===== config.mk =====
export PLATFORM = sky130hd
export DESIGN_NAME = mul_iter_ctrl
export DESIGN_NICKNAME = d
export VERILOG_FILES = /design/src/rtl/mul_iter_ctrl_pkg.sv /design/src/rtl/mul_iter_ctrl_cla.sv /design/src/rtl/mul_iter_ctrl.sv
export SDC_FILE = /design/constraint.sdc
export NUM_CORES = 1
export LEC_CHECK = 0
export CORE_MARGIN = 4
export CORE_UTILIZATION = 33
export DETAILED_ROUTE_END_ITERATION = 8
export PLACE_DENSITY = 0.66
export SLEW_MARGIN = 10
export SYNTH_ARGS = -nofsm -noshare
export SYNTH_HDL_FRONTEND = slang
export SYNTH_SLANG_ARGS = --single-unit

===== constraint.sdc =====
create_clock -name clk -period 18.5 [get_ports clk]
set_input_delay 2.775 -clock clk [delete_from_list [all_inputs] [get_ports clk]]
set_output_delay 2.775 -clock clk [all_outputs]
set_load 0.01 [all_outputs]

===== src/rtl/mul_iter_ctrl_pkg.sv =====
// Shared definitions for the iterative multiplier sequencer: FSM states and MUL op encodings.
package mul_iter_ctrl_pkg;

   typedef enum logic [2:0] {
      ST_IDLE   = 3'd0,
      ST_ABS_A  = 3'd1,
      ST_ABS_B  = 3'd2,
      ST_CALC   = 3'd3,
      ST_NEG_LO = 3'd4,
      ST_NEG_HI = 3'd5,
      ST_DONE   = 3'd6
   } state_t;

   typedef enum logic [1:0] {
      OP_MUL    = 2'd0,
      OP_MULH   = 2'd1,
      OP_MULHSU = 2'd2,
      OP_MULHU  = 2'd3
   } mul_op_t;

   // Decoder/EXU helper: returns {a_signed, b_signed} for a MUL op.
   function automatic logic [1:0] op_signs(input mul_op_t op);
      case (op)
         OP_MULH:   op_signs = 2'b11;
         OP_MULHSU: op_signs = 2'b10;
         default:   op_signs = 2'b00;
      endcase
   endfunction

endpackage


===== src/rtl/mul_iter_ctrl_cla.sv =====
// WIDTH-bit adder with carry in/out, shared by every step of the multiplier sequence.
module mul_iter_ctrl_cla #(
   parameter int WIDTH = 32
) (
   input  logic [WIDTH-1:0] i_a,
   input  logic [WIDTH-1:0] i_b,
   input  logic             i_cin,
   output logic [WIDTH-1:0] o_sum,
   output logic             o_co
);

   logic [WIDTH-1:0] w_g;
   logic [WIDTH-1:0] w_p;

   assign w_g = i_a & i_b;
   assign w_p = i_a ^ i_b;

   always_comb begin : carry_chain
      logic v_c;
      v_c   = i_cin;
      o_sum = '0;
      for (int i = 0; i < WIDTH; i++) begin
         o_sum[i] = w_p[i] ^ v_c;
         v_c      = w_g[i] | (w_p[i] & v_c);
      end
      o_co = v_c;
   end

endmodule


===== src/rtl/mul_iter_ctrl.sv =====
// Iterative shift-add multiplier sequencer; one adder is time-shared across magnitude,
// partial-product and result-negation steps to produce a 2*WIDTH-bit product.
module mul_iter_ctrl
   import mul_iter_ctrl_pkg::*;
#(
   parameter int WIDTH = 32
) (
   input  logic             clk,
   input  logic             rst_n,
   input  logic             flush,
   input  logic             in_valid,
   output logic             in_ready,
   input  logic             a_signed,
   input  logic             b_signed,
   input  logic [WIDTH-1:0] a,
   input  logic [WIDTH-1:0] b,
   output logic             out_valid,
   input  logic             out_ready,
   output logic [WIDTH-1:0] result_hi,
   output logic [WIDTH-1:0] result_lo
);

   localparam int CW = $clog2(WIDTH) + 1;

   state_t           r_state;
   logic [WIDTH-1:0] r_mcand;
   logic [WIDTH-1:0] r_hi;
   logic [WIDTH-1:0] r_lo;
   logic [CW-1:0]    r_cnt;
   logic             r_b_neg;
   logic             r_neg;
   logic             r_neg_c;
   logic             r_in_ready;
   logic             r_out_valid;

   logic [WIDTH-1:0] w_add_a;
   logic [WIDTH-1:0] w_add_b;
   logic             w_cin;
   logic [WIDTH-1:0] w_sum;
   logic             w_co;
   logic             w_a_neg;
   logic             w_b_neg;

   assign w_a_neg = a_signed & a[WIDTH-1];
   assign w_b_neg = b_signed & b[WIDTH-1];

   // Negations are ~x + 1 via cin; the high-half negation ripples the low-half carry in.
   always_comb begin
      w_add_a = '0;
      w_add_b = '0;
      w_cin   = 1'b0;
      case (r_state)
         ST_ABS_A:  begin w_add_a = ~r_mcand; w_cin = 1'b1; end
         ST_ABS_B:  begin w_add_a = ~r_lo;    w_cin = 1'b1; end
         ST_CALC:   begin w_add_a = r_hi; w_add_b = r_lo[0] ? r_mcand : '0; end
         ST_NEG_LO: begin w_add_a = ~r_lo;    w_cin = 1'b1; end
         ST_NEG_HI: begin w_add_a = ~r_hi;    w_cin = r_neg_c; end
         default:   ;
      endcase
   end

   mul_iter_ctrl_cla #(.WIDTH(WIDTH)) u_cla (
      .i_a   (w_add_a),
      .i_b   (w_add_b),
      .i_cin (w_cin),
      .o_sum (w_sum),
      .o_co  (w_co)
   );

   always_ff @(posedge clk or negedge rst_n) begin
      if (!rst_n) begin
         r_state     <= ST_IDLE;
         r_mcand     <= '0;
         r_hi        <= '0;
         r_lo        <= '0;
         r_cnt       <= '0;
         r_b_neg     <= 1'b0;
         r_neg       <= 1'b0;
         r_neg_c     <= 1'b0;
         r_in_ready  <= 1'b1;
         r_out_valid <= 1'b0;
      end else if (flush) begin
         r_state     <= ST_IDLE;
         r_in_ready  <= 1'b1;
         r_out_valid <= 1'b0;
      end else begin
         case (r_state)
            ST_IDLE: if (in_valid && r_in_ready) begin
               r_mcand    <= a;
               r_lo       <= b;
               r_hi       <= '0;
               r_cnt      <= CW'(WIDTH);
               r_b_neg    <= w_b_neg;
               r_neg      <= w_a_neg ^ w_b_neg;
               r_in_ready <= 1'b0;
               r_state    <= w_a_neg ? ST_ABS_A : (w_b_neg ? ST_ABS_B : ST_CALC);
            end
            ST_ABS_A: begin
               r_mcand <= w_sum;
               r_state <= r_b_neg ? ST_ABS_B : ST_CALC;
            end
            ST_ABS_B: begin
               r_lo    <= w_sum;
               r_state <= ST_CALC;
            end
            ST_CALC: begin
               // Shift the carry-extended partial sum right into {hi,lo}.
               r_hi  <= {w_co, w_sum[WIDTH-1:1]};
               r_lo  <= {w_sum[0], r_lo[WIDTH-1:1]};
               r_cnt <= r_cnt - CW'(1);
               if (r_cnt == CW'(1)) begin
                  if (r_neg) begin
                     r_state <= ST_NEG_LO;
                  end else begin
                     r_state     <= ST_DONE;
                     r_out_valid <= 1'b1;
                  end
               end
            end
            ST_NEG_LO: begin
               r_lo    <= w_sum;
               r_neg_c <= w_co;
               r_state <= ST_NEG_HI;
            end
            ST_NEG_HI: begin
               r_hi        <= w_sum;
               r_state     <= ST_DONE;
               r_out_valid <= 1'b1;
            end
            ST_DONE: if (out_ready) begin
               r_state     <= ST_IDLE;
               r_out_valid <= 1'b0;
               r_in_ready  <= 1'b1;
            end
            default: r_state <= ST_IDLE;
         endcase
      end
   end

   assign in_ready  = r_in_ready;
   assign out_valid = r_out_valid;
   assign result_hi = r_hi;
   assign result_lo = r_lo;

endmodule


Word-level counts from Yosys, hierarchy flattened
Index checks and enable logic that the tools add are counted.
- register bits after elaboration: 110
- reduce and logical (&&, ||, !) cells: 19
- bitwise gates (word level): 105
- muxes and demuxes: 30
- equality and inequality tests: 12
- $add $sub $neg: 1
- operator list (kind ; count):
    one-hot mux 32 bit (3 select lines) ; 2
    two-way mux 32 bit ; 5
    one-hot mux 32 bit (4 select lines) ; 1
    inverter 32 bit ; 3
    one-hot mux 32 bit (2 select lines) ; 1
    bitwise AND 1 bit ; 34
    XOR 1 bit ; 33
    bitwise AND 32 bit ; 1
    OR 1 bit ; 32
    XOR 32 bit ; 1
    one-hot mux 3 bit (7 select lines) ; 1
    AND reduction 3 bit ; 7
    two-way mux 3 bit ; 4
    != test 3 bit (second input constant) ; 4
    one-hot mux 6 bit (2 select lines) ; 1
    equality test 3 bit (second input constant) ; 3
    two-way mux 1 bit ; 9
    nonzero test 3 bit ; 3
    equality test 3 x 2 -> 1 bit (second input constant) ; 2
    equality test 6 x 1 -> 1 bit (second input constant) ; 1
    two-way mux 6 bit ; 1
    subtractor 6 x 1 -> 6 bit (second input constant) ; 1
    two-way mux 2 bit ; 2
    one-hot mux 1 bit (2 select lines) ; 2
    other kinds (12) ; 13

Longest topological paths before layout
Gate-level depths: netlist of run 1.
- word-level depth: 69
- depth in mapped cells: 41

Modules after synthesis
From an unflattened synthesis of run 1, not the netlist that was laid out.
- cell total of the unflattened synthesis: 828
- area, all modules: 7853.8 um^2
- modules (own cells, without submodules) (module ; cells an instance ; seq. area each (um^2) ; times used ; area an instance (um^2)):
    mul_iter_ctrl ; 786 ; 2753.9 ; 1 ; 7175.6
    mul_iter_ctrl_cla ; 42 ; 0.0 ; 1 ; 678.2

Least setup slack after synthesis of run 1
OpenSTA, ideal clock, no wires.
- kind: register to register
- from: register r_state[0]
- to: register r_hi[30], in the netlist result_hi[30]
- cell stages (with the launch flop): 41
- data arrival time: 16261 ps
- required time: 18375 ps
- setup slack: 2114 ps
- path through: dfrtp_1 > buf_2 > buf_2 > clkbuf_1 > a21oi_1 > nor2_1 > a211oi_1 > fa_1 > fa_1 > fa_1 > fa_1 > fa_1 > fa_1 > fa_1 > fa_1 > fa_1 > fa_1 > fa_1 > [5 not listed] > fa_1 > fa_1 > fa_1 > fa_1 > fa_1 > fa_1 > fa_1 > fa_1 > fa_1 > fa_1 > fa_1 > fa_1 > fa_1 > fa_1 > fa_1 > fa_1 > a22o_1 > mux2_4
- cells in the longest elaborated chain, start to end: 68
- elaborated cells between the ends (all ways): 81
- classes of those cells: eq/ne (6); mux (4); bitwise (66); reduce/logical (5)
- ends and longest elaborated chain (what ; RTL line ; source):
    from (decl) ; mul_iter_ctrl.sv:25 ; state_t r_state;
    from (signal assigned) ; mul_iter_ctrl.sv:96 ; r_state <= w_a_neg ? ST_ABS_A : (w_b_neg ? ST_ABS_B : ST_CALC);
    from (signal assigned) ; mul_iter_ctrl.sv:100 ; r_state <= r_b_neg ? ST_ABS_B : ST_CALC;
    equality test 3 bit or equality test 3 x 2 -> 1 bit (tied branches) ; mul_iter_ctrl.sv:52 ; case (r_state)
    OR reduction 2 bit (no line) ; - ;
    one-hot mux 32 bit (4 select lines) ; mul_iter_ctrl.sv:52 ;
    XOR 32 bit ; mul_iter_ctrl_cla.sv:16 ; assign w_p = i_a ^ i_b;
    bitwise AND 1 bit ; mul_iter_ctrl_cla.sv:24 ; v_c = w_g[i] | (w_p[i] & v_c);
    OR 1 bit ; mul_iter_ctrl_cla.sv:24 ;
    bitwise AND 1 bit ; mul_iter_ctrl_cla.sv:24 ;
    OR 1 bit ; mul_iter_ctrl_cla.sv:24 ;
    [52 not listed] ; - ;
    bitwise AND 1 bit ; mul_iter_ctrl_cla.sv:24 ;
    OR 1 bit ; mul_iter_ctrl_cla.sv:24 ;
    bitwise AND 1 bit ; mul_iter_ctrl_cla.sv:24 ;
    OR 1 bit ; mul_iter_ctrl_cla.sv:24 ;
    bitwise AND 1 bit ; mul_iter_ctrl_cla.sv:24 ;
    OR 1 bit ; mul_iter_ctrl_cla.sv:24 ;
    XOR 1 bit ; mul_iter_ctrl_cla.sv:23 ; o_sum[i] = w_p[i] ^ v_c;
    one-hot mux 32 bit (3 select lines) ; mul_iter_ctrl.sv:87 ; case (r_state)
    to (signal assigned) ; mul_iter_ctrl.sv:108 ; r_hi <= {w_co, w_sum[WIDTH-1:1]};
    to (signal assigned) ; mul_iter_ctrl.sv:126 ; r_hi <= w_sum;
    to (decl) ; mul_iter_ctrl.sv:27 ; logic [WIDTH-1:0] r_hi;
Several ways; a longest one is shown, not always the timed one.
A chain may end at the register's enable or synchronous reset.

Worst setup path after layout of run 1
- from: register r_state[1]
- to: register r_lo[31], in the netlist result_lo[31]
- cells in the longest elaborated chain, start to end: 68
- elaborated cells between the ends (all ways): 81
- classes of those cells: eq/ne (6); mux (4); bitwise (66); reduce/logical (5)
- ends and longest elaborated chain (what ; RTL line ; source):
    equality test 3 bit or equality test 3 x 2 -> 1 bit (tied branches) ; mul_iter_ctrl.sv:52, mul_iter_ctrl.sv:87 ;
    OR reduction 2 bit (no line) ; - ;
    one-hot mux 32 bit (4 select lines) ; mul_iter_ctrl.sv:52 ;
    XOR 32 bit ; mul_iter_ctrl_cla.sv:16 ;
    bitwise AND 1 bit ; mul_iter_ctrl_cla.sv:24 ;
    OR 1 bit ; mul_iter_ctrl_cla.sv:24 ;
    bitwise AND 1 bit ; mul_iter_ctrl_cla.sv:24 ;
    OR 1 bit ; mul_iter_ctrl_cla.sv:24 ;
    [52 not listed] ; - ;
    bitwise AND 1 bit ; mul_iter_ctrl_cla.sv:24 ;
    OR 1 bit ; mul_iter_ctrl_cla.sv:24 ;
    bitwise AND 1 bit ; mul_iter_ctrl_cla.sv:24 ;
    OR 1 bit ; mul_iter_ctrl_cla.sv:24 ;
    bitwise AND 1 bit ; mul_iter_ctrl_cla.sv:24 ;
    OR 1 bit ; mul_iter_ctrl_cla.sv:24 ;
    XOR 1 bit ; mul_iter_ctrl_cla.sv:23 ;
    one-hot mux 32 bit (3 select lines) ; mul_iter_ctrl.sv:87 ;
    to (signal assigned) ; mul_iter_ctrl.sv:103 ; r_lo <= w_sum;
    to (signal assigned) ; mul_iter_ctrl.sv:109 ; r_lo <= {w_sum[0], r_lo[WIDTH-1:1]};
    to (signal assigned) ; mul_iter_ctrl.sv:121 ; r_lo <= w_sum;
    to (decl) ; mul_iter_ctrl.sv:28 ; logic [WIDTH-1:0] r_lo;
Several ways; a longest one is shown, not always the timed one.

==> results of run 1 <==
==> worst paths after layout <==
path,from,endpoint,slack (ns),cells after the start
worst min-delay path,r_mcand[31]$_DFFE_PN0P_,r_mcand[31]$_DFFE_PN0P_,0.51,2
min in group asynchronous,rst_n,r_state[0]$_DFFE_PN0P_,2.48,1
worst max register to register,r_state[1]$_DFFE_PN0P_,result_lo[31]$_DFFE_PN0P_,1.32,39
max in group asynchronous,rst_n,r_mcand[29]$_DFFE_PN0P_,14.76,2
worst max-delay path,r_state[1]$_DFFE_PN0P_,result_lo[31]$_DFFE_PN0P_,1.32,39
worst min register to register,r_mcand[31]$_DFFE_PN0P_,r_mcand[31]$_DFFE_PN0P_,0.51,2
==> synthesized netlist by cell type, types with 2 or more instances <==
library cell / instances / area share, %
a2111oi_0: 4 / 0.43
a2111oi_2: 28 / 5.2
a211oi_1: 31 / 2.9
a21o_1: 33 / 3.1
a21oi_1: 39 / 2.4
a22o_1: 32 / 3.5
a22oi_1: 2 / 0.19
and2_1: 35 / 2.7
and3b_1: 2 / 0.22
buf_1: 5 / 0.23
buf_2: 25 / 1.5
buf_4: 6 / 0.56
buf_6: 10 / 1.4
clkbuf_1: 36 / 1.7
dfrtp_1: 109 / 34
fa_1: 32 / 7.9
ha_1: 3 / 0.46
inv_1: 7 / 0.32
mux2_2: 4 / 0.56
mux2_4: 30 / 5.6
mux2i_1: 32 / 4.0
nand2_1: 45 / 2.1
nand2b_1: 2 / 0.15
nand3_1: 2 / 0.12
nor2_1: 102 / 4.7
nor2b_1: 3 / 0.23
nor3_1: 36 / 2.2
nor4_1: 2 / 0.15
o211ai_1: 3 / 0.28
o21a_1: 5 / 0.46
o21ai_0: 25 / 1.5
o21ai_1: 18 / 1.1
o21bai_1: 4 / 0.37
o22ai_1: 61 / 4.7
o32a_1: 2 / 0.25
or2_1: 2 / 0.15
or3b_2: 3 / 0.32
==> cell families after synthesis <==
family | Yosys count | synth area share (%)
AOI/OAI and AO/OA | 294 | 27.3
and+or+nand+nor | 239 | 13.8
DFF | 110 | 34.0
buffers and inverters | 89 | 5.71
muxes | 66 | 10.1
adders and majority gates | 35 | 8.37
xor gates and xnor gates | 4 | 0.756
==> layer usage <==
layer  global-route usage [%]  up-vias
li1                         -     3239
met1                     25.9     3531
met2                     30.3      262
met3                     3.34       29
met4                     4.50        0
met5                        0        -
==> through the flow <==
stage	cell area [um2]	setup slack (ns)	hold WS [ns]	utilization (%)	total power (W)
final	9850	1.32	0.510	40.6	0.00122
after global routing	9850	0.676	0.534	40.6	0.00130
after CTS	9850	1.21	0.512	40.6	0.00122
after detailed placement	9580	1.35	0.493	39.5	0.00103
after global placement	9580	1.49	0.485	39.5	0.00102
after floorplan	8110	2.11	0.464	-	0.000797
==> tightest hold or removal path, delay by kind of cell (launching register included) <==
kind | cells | cell delay, ns
flops | 1 | 0.37
compound gates | 1 | 0.06
simple gates | 1 | 0.05
==> layout by cell type (no fill, tap or decap), drive strengths merged, types with 17 or more instances in the layout <==
| master | Yosys | routed |
|---|---|---|
| clkdlybuf4s50 | 0 | 135 |
| dfrtp | 109 | 109 |
| nor2 | 103 | 103 |
| o22ai | 61 | 61 |
| nand2 | 45 | 45 |
| o21ai | 44 | 44 |
| a21oi | 39 | 39 |
| nor3 | 37 | 37 |
| and2 | 35 | 35 |
| mux2 | 34 | 34 |
| a21o | 33 | 33 |
| mux2i | 32 | 32 |
| a22o | 32 | 32 |
| fa | 32 | 32 |
| a2111oi | 32 | 32 |
| a211oi | 31 | 31 |
| buf | 46 | 17 |
==> layout make-up <==
cell class                 instances  area (um2)  area share, %
clock buffer                       9         225           2.29
tap                              324         405           4.11
sequential                       110        2760           28.0
clock inverter                     7        48.8          0.495
multi-input combinational        638        4910           49.8
inverter                           7        26.3          0.267
timing repair buffer             152        1480           15.0
==> registers in the layout, indices dropped and copies added, names as in the netlist <==
signal     flops
result_lo     32
result_hi     32
out_valid      1
r_b_neg        1
r_neg          1
r_state        3
in_ready       1
r_neg_c        1
r_mcand       32
r_cnt          6
==> power breakdown <==
group          internal [W]  total (W)  switching, W
clock             0.0000921   0.000191     0.0000988
combinational      0.000283   0.000596      0.000313
sequential         0.000328   0.000431      0.000103
==> impl_results.md, run 1 <==
* Max Cap Violations at 0
* Critical Path RT at 18.82 ns
* Leakage at 4.15 nW
* DIE WIDTH at 165 um
* Clock sink total at 110
* Clk root buf: clkbuf_16
* Layout cells sized above 1 at 12.2%
* GRT Residual Overflow at 0
* Core region area at 24,200 um2
* Metal2 WL at 12,100 um
* RSZ-0062 raised after global routing: no
* Residual DRC count at 0
* Detailed-route vias per instance at 5.66
* CP Data Arrival Time at 17.50 ns
* Antenna Cells at 0
* Yosys cell types at 54
* Fin crit share at 92.9%
* Die Span Y at 165 um
* Vias in the first global route at 6,854
* Post-layout min period at 17.18 ns
* Tot GR Track Use at 18.6%
* Register area share after synthesis at 34.0%
* Latest clock arrival within the worst-skew pair at 0.37 ns
* Reg clk slew, reported paths at 0.09 ns
* Initial drt markers at 547
* Async set-reset flop share out of synthesis at 100%
* Post-synthesis net count at 943
* Post-CTS Hold Buffers at 0
* Antenna violations before repair at 0
* CTS tree: built
* WL met3 at 1470 um
* Cells after Synth at 837
* Power per standard cell area at 124 nW/um2
* Mapped Area at 8110 um2
* Layout area overhead at 21.5%
* DRT met1 WL at 11,200 um
* CP Class: flip-flop to flip-flop
* Final setup fails at 0
* Syn Area/Cell at 9.69 um2
* Yosys reg bits at 110
* DR vias at 7,061
* Die ar. at 27,100 um2
* DR WL/cell at 20.2 um
* Warning count from the yosys run at 0
* Max layer used: met4
* Final wirelength at 25,200 um
* Worst min-delay path category: flip-flop to flip-flop
* Fin Clk Skew at 0.0142 ns
* Global-route wire length before repair at 39,800 um
* Routability Congestion at 0.897
* Final nets at 1,024
* CP top delay family: adder cells
* Deepest clock path buffer count at 2
* CP startpoint kind: flip-flop
* CTS H-tree depth at 3
* PostCTS Resize Cnt at 0
* Sum Neg Setup Slack at 0 ns
* Ports at 137
* Number of synthesized flops with an enable pin at 0
* Slowest cell on crit path: fa_1
* Post-DP HPWL at 16,900 um
* 1st-pass router iterations at 5
* Largest net degree at the start of global routing at 66
* Most common cell on crit path: fa_1
* Non-filler cells, final at 1,247
* Final antenna-violating net count at 0
* Setup Buffers After CTS at 0
* CP Buf/Inv Count at 1
* Max VDD drop at 0.0478 mV
* CP endpoint kind: flip-flop
* Placed cells at 1,231
* Initial cell density of the core at 33.4%
* Crit-path max cell delay at 0.62 ns
* Fillers at 2,414
* Worst Tran Pin Value at 1.16 ns
* F_max at 58.2 MHz
* Rows at 57
* PortBufs at 136
* CP max FO at 32
* Fin. max-slew vios at 0
* Ys flop type: dfrtp_1
* CTS Buf Count at 9
* Final hold viol count at 0
* Worst slew margin at 22.4%
* Status: finished clean
Power figures use the tool's default switching activity.
==> run 2: changes to the inputs <==
Settings changed: CORE_MARGIN 4 to 2, CORE_UTILIZATION 33 to 45, PLACE_DENSITY 0.66 to 0.81.
==> run 2 against run 1 <==
Net effect: routed wire length down 5.9%; combinational power is essentially flat; worst hold slack lost 0.0048 ns; fmax decreased by 0.29%; utilization increased by 14 points; power hardly changed; highest routed layer unchanged.
==> impl_results.md, run 2 (synthesized netlist as in run 1, its figures left out) <==
* Crit path from: r_state[0]$_DFFE_PN0P_
* Core region area at 17,800 um2 (-26%)
* FF-to-FF setup slack at 1.27 ns (-0.05 ns)
* Leakage at 4.15 nW (about the same)
* Residual DRC count at 0 (unchanged)
* PostCTS Resize Cnt at 0 (unchanged)
* Final wirelength at 23,700 um (-5.9%)
* Fin Clk Skew at 0.0121 ns (-0.00201 ns)
* Launching point of the worst reg2reg path: r_state[0]$_DFFE_PN0P_
* Slowest cell on crit path: fa_1
* CP startpoint kind: flip-flop
* R2R depth at 39 (unchanged)
* Worst Tran Pin Value at 1.07 ns (-0.0904 ns)
* Post-layout min period at 17.23 ns (+0.0507 ns)
* Fin crit share at 93.2% (+0.27 points)
* Worst slew margin at 28.4% (+6.0 points)
* Final Util at 54.5% (+14 points)
* DR WL/cell at 20.6 um (+1.8%)
* Most common cell on crit path: fa_1
* Critical Path RT at 18.80 ns (-0.02 ns)
* CP Class: flip-flop to flip-flop
* Hold Startpoint: r_mcand[7]$_DFFE_PN0P_
* Detailed-route vias per instance at 6.24 (+10%)
* Max Cap Violations at 0 (unchanged)
* Final antenna-violating net count at 0 (unchanged)
* Clk root buf: clkbuf_16
* Routability Congestion at 0.841 (-6.2%)
* CP max FO at 40 (+25%)
* Die Span Y at 138 um (-16%)
* Crit-path max cell delay at 0.63 ns (about the same)
* Post-CTS Hold Buffers at 0 (unchanged)
* Layout area overhead at 20.0%
* Latest clock arrival within the worst-skew pair at 0.37 ns (about the same)
* Fillers at 1,582 (-34%)
* Antenna Cells at 0 (unchanged)
* Fin. max-slew vios at 0 (unchanged)
* Status: finished clean
* DR vias at 7,197 (+1.9%)
* Ports at 137 (unchanged)
* CP Data Arrival Time at 17.53 ns (+0.03 ns)
* Deepest clock path buffer count at 2 (unchanged)
* Initial drt markers at 644 (+18%)
* Vias in the first global route at 7,092 (+3.5%)
* Crit Reg-Reg Endpoint: result_lo[31]$_DFFE_PN0P_
* Tot GR Track Use at 25.1% (+6.5 points)
* Clock sink total at 110 (unchanged)
* Antenna violations before repair at 0 (unchanged)
* CTS tree: built
* CTS H-tree depth at 3 (unchanged)
* Post-DP HPWL at 15,700 um (-7.0%)
* CP endpoint kind: flip-flop
* PortBufs at 136 (unchanged)
* F_max at 58.0 MHz (-0.29%)
* Final setup fails at 0 (unchanged)
* DIE WIDTH at 138 um (-16%)
* RSZ-0062 raised after global routing: no
* Die ar. at 19,100 um2 (-30%)
* Largest net degree at the start of global routing at 68 (+3.0%)
* Most frequent cells in the layout: clkdlybuf4s50_1 (135), dfrtp_1 (107), nor2_1 (102)
* Rows at 49 (-14%)
* Global-route wire length before repair at 38,600 um (-2.9%)
* GRT Residual Overflow at 0 (unchanged)
* Sum Neg Setup Slack at 0 ns (unchanged)
* Initial cell density of the core at 45.4% (+12 points)
* 1st-pass router iterations at 5 (unchanged)
* Final hold viol count at 0 (unchanged)
* CTS Buf Count at 9 (unchanged)
* Max VDD drop at 0.0665 mV (+39%)
* Layout cells sized above 1 at 12.1% (-0.12 points)
* Power per standard cell area at 125 nW/um2 (+1.2%)
* Setup Buffers After CTS at 0 (unchanged)
* Final nets at 1,025 (+0.098%)
* Worst min-delay path category: flip-flop to flip-flop
* Reg clk slew, reported paths at 0.08 ns (about the same)
* Most common cell after layout, fill and taps aside: clkdlybuf4s50_1
* Setup crit end: result_lo[31]$_DFFE_PN0P_
run 2: stage by stage:
stage	cells	power (W)	area, um2	hold WS, ns	setup slack (ns)
6_report	1153	0.00122	9730	0.506	1.27
5_1_grt	1153	0.00130	9730	0.513	0.717
4_1_cts	1153	0.00122	9730	0.509	1.21
3_5_place_dp	1137	0.00102	9460	0.491	1.32
3_3_place_gp	1137	0.00101	9460	0.484	1.53
2_1_floorplan	837	0.000797	8110	0.464	2.11
run 2: cell type report:
cell class              instances  area [um2]  share of cell area, %
repair buffers                153        1490                   15.3
flip-flops and latches        110        2760                   28.3
inverters                       7        26.3                  0.270
clock buffers                  12         246                   2.53
clock inverters                 4        30.0                  0.309
multi-input cells             638        4900                   50.3
well taps                     229         287                   2.94
run 2: per-layer routing:
metal  wire length, um  part of all wire, %  GRT usage (%)
met1              9620                   41           32.7
met2             11600                   49           41.1
met3              1570                  6.6           4.26
met4               926                  3.9           11.7
met5                 0                    0              0
run 2: how the worst min path moves through the flow:
stage                                   to  depth (start not counted)
finish              r_mcand[7]$_DFFE_PN0P_                          2
global route        r_mcand[7]$_DFFE_PN0P_                          2
CTS                 r_mcand[7]$_DFFE_PN0P_                          2
detailed placement  r_mcand[7]$_DFFE_PN0P_                          2
global placement    r_mcand[7]$_DFFE_PN0P_                          2
floorplan           r_mcand[0]$_DFFE_PN0P_                          2
run 2: power by group:
group	switching, W	internal (W)	leakage, nW
sequential	0.000103	0.000328	1.41
combinational	0.000314	0.000283	2.61
clock	0.0000936	0.0000959	0.133
run 2: critical path: cells and delay by family, from the launching register on:
family | cells | cell delay (ns)
fa+ha+maj | 32 | 15.18
compound gates | 4 | 0.68
simple gates | 2 | 0.19
buf+inv | 1 | 0.53
flops | 1 | 0.60
